--- config.mk ---
export PLATFORM = sky130hd
export DESIGN_NAME = psum_exchange_nc
export DESIGN_NICKNAME = d
export VERILOG_FILES = /design/src/rtl/psum_xchg_pkg.sv /design/src/rtl/psum_fifo.sv /design/src/rtl/psum_exchange_nc.sv
export SDC_FILE = /design/constraint.sdc
export NUM_CORES = 1
export LEC_CHECK = 0
export CORE_ASPECT_RATIO = 1.25
export CORE_MARGIN = 2
export CORE_UTILIZATION = 45
export CTS_CLUSTER_DIAMETER = 40
export DETAILED_ROUTE_END_ITERATION = 7
export PLACE_DENSITY = 0.66
export SYNTH_ARGS = -nofsm -noshare
export SYNTH_HDL_FRONTEND = slang
export SYNTH_HIERARCHICAL = 1
export SYNTH_SLANG_ARGS = --single-unit
--- constraint.sdc ---
create_clock -name clk -period 5.72 [get_ports clk]
set_clock_uncertainty 0.1 [all_clocks]
set_input_delay 1.144 -clock clk [delete_from_list [all_inputs] [get_ports clk]]
set_output_delay 1.144 -clock clk [all_outputs]
set_load 0.02 [all_outputs]
--- src/rtl/psum_xchg_pkg.sv ---
// Shared constants for the partial-sum exchange unit.
//   MODE_SUM / MODE_MAX : encodings of the reduce-mode select
//   DEF_*               : default parameter values
//   calc_out_bw()       : result width, wide enough that an NCORE-way sum cannot overflow
package psum_xchg_pkg;

    localparam logic MODE_SUM = 1'b0;
    localparam logic MODE_MAX = 1'b1;

    localparam int unsigned DEF_NCORE  = 2;
    localparam int unsigned DEF_BW_SUM = 24;
    localparam int unsigned DEF_DEPTH  = 8;
    localparam int unsigned DEF_TAG_W  = 4;

    function automatic int unsigned calc_out_bw(input int unsigned bw_sum, input int unsigned ncore);
        return bw_sum + $clog2(ncore);
    endfunction

endpackage

--- src/rtl/psum_fifo.sv ---
// Per-channel synchronous FIFO for partial sums.
//   clk, reset  : clock, synchronous active-high reset (flushes contents)
//   push, pop   : write / read requests (ignored when full / empty)
//   wr_data     : entry written on push
//   rd_data_c   : current head entry (combinational read of the head slot)
//   full, empty : registered status flags
module psum_fifo
    import psum_xchg_pkg::*;
#(
    parameter int unsigned DEPTH = DEF_DEPTH,
    parameter int unsigned WIDTH = DEF_BW_SUM
) (
    input  logic             clk,
    input  logic             reset,
    input  logic             push,
    input  logic             pop,
    input  logic [WIDTH-1:0] wr_data,
    output logic [WIDTH-1:0] rd_data_c,
    output logic             full,
    output logic             empty
);

    localparam int unsigned AW = $clog2(DEPTH);

    // Pointers carry an extra wrap bit to tell full from empty.
    logic [AW:0]      wr_ptr;
    logic [AW:0]      rd_ptr;
    logic [AW:0]      wr_ptr_nxt;
    logic [AW:0]      rd_ptr_nxt;
    logic [WIDTH-1:0] mem [DEPTH];
    logic             do_push;
    logic             do_pop;

    assign do_push = push && !full;
    assign do_pop  = pop && !empty;

    // Next pointer values.
    always_comb begin
        wr_ptr_nxt = wr_ptr + (AW+1)'(do_push);
        rd_ptr_nxt = rd_ptr + (AW+1)'(do_pop);
    end

    // Pointers and flags, flags computed from next pointers so they are registered.
    always_ff @(posedge clk) begin
        if (reset) begin
            wr_ptr <= '0;
            rd_ptr <= '0;
            empty  <= 1'b1;
            full   <= 1'b0;
        end else begin
            wr_ptr <= wr_ptr_nxt;
            rd_ptr <= rd_ptr_nxt;
            empty  <= (wr_ptr_nxt == rd_ptr_nxt);
            full   <= (wr_ptr_nxt[AW] != rd_ptr_nxt[AW]) &&
                      (wr_ptr_nxt[AW-1:0] == rd_ptr_nxt[AW-1:0]);
        end
    end

    // Storage array, no reset needed.
    always_ff @(posedge clk) begin
        if (do_push) begin
            mem[wr_ptr[AW-1:0]] <= wr_data;
        end
    end

    assign rd_data_c = mem[rd_ptr[AW-1:0]];

endmodule

--- src/rtl/psum_exchange_nc.sv ---
// N-core partial-sum exchange/reduction: buffers one row of partial sums per core channel
// and emits the signed sum (or max) of row k across all channels with a row tag.
//   clk, reset         : clock, synchronous active-high reset
//   in_valid/in_ready  : per-channel push handshake, in_data slice i = [i*BW_SUM +: BW_SUM]
//   mode               : 0 = sum, 1 = max, sampled when a row fires
//   out_valid/out_ready: result handshake; out_data/out_tag/out_mode describe the result
//   fifo_empty         : per-channel empty flags
module psum_exchange_nc
    import psum_xchg_pkg::*;
#(
    parameter int unsigned NCORE  = DEF_NCORE,
    parameter int unsigned BW_SUM = DEF_BW_SUM,
    parameter int unsigned DEPTH  = DEF_DEPTH,
    parameter int unsigned TAG_W  = DEF_TAG_W,
    localparam int unsigned OUT_BW = calc_out_bw(BW_SUM, NCORE)
) (
    input  logic                    clk,
    input  logic                    reset,
    input  logic [NCORE-1:0]        in_valid,
    input  logic [NCORE*BW_SUM-1:0] in_data,
    output logic [NCORE-1:0]        in_ready,
    input  logic                    mode,
    output logic                    out_valid,
    output logic [OUT_BW-1:0]       out_data,
    output logic [TAG_W-1:0]        out_tag,
    output logic                    out_mode,
    input  logic                    out_ready,
    output logic [NCORE-1:0]        fifo_empty
);

    logic [NCORE-1:0]        full;
    logic [NCORE-1:0]        push;
    logic [NCORE*BW_SUM-1:0] head_flat;
    logic                    fire;
    logic [TAG_W-1:0]        row_cnt;
    logic signed [OUT_BW-1:0] opnd_c;
    logic signed [OUT_BW-1:0] sum_c;
    logic signed [OUT_BW-1:0] max_c;
    logic signed [OUT_BW-1:0] red_c;

    // Ready straight from the full flag; held low while reset is asserted.
    assign in_ready = ~full & {NCORE{~reset}};
    assign push     = in_valid & in_ready;

    // A row fires once every channel holds an entry and the result slot is free or draining.
    assign fire = (&(~fifo_empty)) && (!out_valid || out_ready);

    for (genvar g = 0; g < NCORE; g++) begin : g_ch
        psum_fifo #(
            .DEPTH (DEPTH),
            .WIDTH (BW_SUM)
        ) u_fifo (
            .clk       (clk),
            .reset     (reset),
            .push      (push[g]),
            .pop       (fire),
            .wr_data   (in_data[g*BW_SUM +: BW_SUM]),
            .rd_data_c (head_flat[g*BW_SUM +: BW_SUM]),
            .full      (full[g]),
            .empty     (fifo_empty[g])
        );
    end

    // Reduce the head row; strict '>' keeps the lowest channel on ties.
    always_comb begin
        opnd_c = '0;
        sum_c  = '0;
        max_c  = OUT_BW'(signed'(head_flat[0 +: BW_SUM]));
        for (int unsigned i = 0; i < NCORE; i++) begin
            opnd_c = OUT_BW'(signed'(head_flat[i*BW_SUM +: BW_SUM]));
            sum_c  = sum_c + opnd_c;
            if (opnd_c > max_c) begin
                max_c = opnd_c;
            end
        end
        red_c = (mode == MODE_MAX) ? max_c : sum_c;
    end

    // Result register and row counter.
    always_ff @(posedge clk) begin
        if (reset) begin
            out_valid <= 1'b0;
            out_data  <= '0;
            out_tag   <= '0;
            out_mode  <= MODE_SUM;
            row_cnt   <= '0;
        end else if (fire) begin
            out_valid <= 1'b1;
            out_data  <= red_c;
            out_mode  <= mode;
            out_tag   <= row_cnt;
            row_cnt   <= row_cnt + TAG_W'(1);
        end else if (out_ready) begin
            out_valid <= 1'b0;
        end
    end

endmodule

==> impl_metrics.yaml <==
status:
  outcome: "finished clean"
timing:
  tns_ns: 0
  hold_violations: 0
  relSlewSlack_pct: 41.9
  setup_viol_count_final: 0
  worst_slew_pin_slew_ns: 0.864
  finalMaxSlewViolations: 0
  post-route-min-period_ns: 4.70
  post-route-period-util_pct: 82.1
  max_freq_mhz: 213
  rsz0062_at_grt: "false"
floorplanning:
  die_y_um: 234
  core_area_um2: 41900
  dieArea_um2: 44000
  io-pin-count: 89
  die_w_um: 188
  fp-row-count: 84
  initial_core_util_pct: 45.4
logic_synthesis:
  synth_cell_types: 68
  synth_warnings: 6
  syn_inst: 1105
  synth-seq-area-share_pct: 66.3
  synth_edf_count: 384
  syn_area_per_cell_um2: 17.2
  ys_ff_latch: 439
  synth_fp_nets: 1215
  async_flop_share_pct: 0
  syn_area_um2: 19100
  synthFlopType: "edfxtp_1"
drt:
  met2WireLength_mm: 21.3
  highest_layer: "met5"
  ant_nets: 0
  routed_wl_mm: 41.5
  met1_length_mm: 17.1
  wire_per_inst_um: 22.8
  vias: 10100
  first_pass_iters: 4
  drcViolationCount: 0
  drt-initial-drc-count: 615
  met3_length_mm: 1.90
  viasPerCell: 5.53
hold_path:
  hp-class: "register to register"
  min_path_cells: 2
worst_setup_path:
  path_delay_family: "compound AO/OA/AOI/OAI gates"
  path_cells: "buf_4 > mux4_2 > mux2_2 > ha_1 > nor2_2 > nand2_1 > or4_1 > a211oi_1 > o311ai_1 > o2111ai_1 > a21boi_1 > o41ai_1 > a311oi_1"
  path_class: "register to register"
  cpPeakStageDelay_ns: 0.77
  cpMaxStageDelayCell: "dfxtp_2"
  required_ns: 6.04
  critPathLaunchType: "register"
  crit_fanout: 27
  cp.buffers_inverters: 1
  critPathCaptureType: "register"
  cp.depth: 13
  cp_data_arrival_time_ns: 5.02
  r2r_cells: 13
cts:
  cts_buffers: 48
  holdBufCountCts: 0
  cts_tree: "done"
  clockRootBuffer: "clkbuf_16"
  post_cts_buffers: 0
  path_clk_slew_ns: 0.06
  cts_resized: 0
  htree_num_levels: 2
  insertion_delay_ns: 0.59
  ctsLongestPathBuffers: 3
  cts_sinks: 439
cells_and_area:
  nFillCells: 3277
  nNetsFinal: 1335
  synthToLayoutAreaGrowth_pct: 16.6
  drive_gt1_share_pct: 22.1
run:
  maxCapViolations: 0
pwr:
  peakVddDrop_mv: 0.281
  clkPwrFrac_pct: 43.3
  powerDensity_nw_per_um2: 320
  p_leak_nw: 7.46
  p_switching_mw: 1.56
  seqPwrFrac_pct: 49.8
  cellInternalPower_mw: 5.55
  combPwrFrac_pct: 6.9
  swShare_pct: 22.0
  total_power_mw: 7.11
global_route:
  first_global_vias: 10300
  antenna_found_initial: 1
  grt_pass1_wl_mm: 62.2
  track_usage_pct: 19.1
  overflow: 0
  grt_max_degree: 31
place:
  hpwl_mm: 26.6
  io_buffers: 88
  gp_congestion: 0.876
[metrics by stage]
step / util (%) / std cells / setup slack (ns) / instance area (µm²) / hold WS, ns
after global placement: 49.2 / 1734 / 1.06 / 20600 / 0.343
after floorplan: - / 1105 / 1.29 / 19100 / 0.344
after global routing: 53.0 / 1823 / 0.826 / 22200 / 0.378
final: 53.0 / 1824 / 1.02 / 22200 / 0.359
after CTS: 53.0 / 1823 / 0.966 / 22200 / 0.362
after detailed placement: 49.2 / 1734 / 1.02 / 20600 / 0.352
[Yosys cell counts (all sizes together), types with 3 or more instances]
master    n  area, µm²
edfxtp  384      11500
mux4     96       2160
nor2     67        262
dfxtp    55       1100
ha       55        688
mux2     50        657
a21oi    48        244
inv      43        161
xnor2    33        289
buf      29        275
mux2i    28        280
nand2    27        101
o21ai    26        138
clkbuf   19       71.3
nor2b    14       87.6
nand2b   13       81.3
nor3     12       60.1
xor2     10       87.6
nand3     9       45.0
a211oi    8       65.1
a21o      8       60.1
and2      6       37.5
o21bai    6       45.0
a22o      5       43.8
nand4     5       31.3
a311oi    4       41.3
nor4      4       25.0
or2       4       25.0
a221o     3       30.0
a221oi    3       26.3
nand3b    3       22.5
o211ai    3       22.5
o31ai     3       22.5
[cell type report]
type                       instances  area [µm²]  share of cell area, %
timing repair buffer             118        1140                   5.14
tap                              559         699                   3.15
clock buffer                      62        1260                   5.69
antenna                            1        2.50                 0.0113
inverter                          43         161                  0.726
clock inverter                    27         348                   1.56
multi-input combinational        575        5970                   26.8
sequential                       439       12600                   56.9
[worst min-delay path: cells and delay by family (launching register included)]
| family | cells | cell delay [ns] |
|---|---|---|
| flops | 1 | 0.30 |
| compound gates | 1 | 0.05 |
| simple gates | 1 | 0.05 |
[state kept, by name, summed over array words and instances (netlist names)]
| name | flops |
|---|---|
| out_tag | 4 |
| g_ch.u_fifo/rd_ptr | 8 |
| out_valid | 1 |
| g_ch.u_fifo/empty | 2 |
| out_data | 25 |
| row_cnt | 4 |
| g_ch.u_fifo/full | 2 |
| out_mode | 1 |
| g_ch.u_fifo/mem | 384 |
| g_ch.u_fifo/wr_ptr | 8 |
[logic make-up (layout without fill, tap and decap cells)]
family / after synthesis / in the layout / share of synthesized area (%)
AOI/OAI and AO/OA: 132 / 132 / 4.61
buffers and inverters: 91 / 250 / 2.67
xor gates and xnor gates: 45 / 45 / 2.21
muxes: 174 / 174 / 16.3
DFF: 439 / 439 / 66.3
other: 0 / 1 / 0
and+or+nand+nor: 168 / 168 / 4.25
adders and majority gates: 56 / 56 / 3.72
[power by group through the flow]
stage          combinational (mW)  sequential (mW)  clock (mW)
2_1_floorplan               0.311             3.62           0
3_3_place_gp                0.485             3.61           0
3_5_place_dp                0.487             3.61           0
4_1_cts                     0.490             3.54        3.14
5_1_grt                     0.530             3.55        3.26
6_report                    0.489             3.54        3.08
[cells in the final DEF (no fill, tap or decap), types with 28 or more instances in the layout]
cell and instances:
edfxtp_1 384, mux4_2 96, clkdlybuf4s50_1 88, ha_1 55, nor2_1 53, dfxtp_1 51, clkbuf_16 48, a21oi_1 47
inv_1 40, xnor2_1 33, mux2i_1 28
[worst paths after layout]
kind | start | end | slack (ns)
min | out_data[12] | out_data[12] | 0.36
min reg2reg | out_data[12] | out_data[12] | 0.36
max reg2reg | g_ch[1].u_fifo/rd_ptr[1] | out_data[24] | 1.02
max | g_ch[1].u_fifo/rd_ptr[1] | out_data[24] | 1.02
[layer usage]
layer / global-route usage, % / vias to the layer above
met5: 0 / -
met4: 6.89 / 2
met3: 2.90 / 70
met2: 33.6 / 243
met1: 24.0 / 5189
li1: - / 4581
Power figures use the tool's default switching activity.
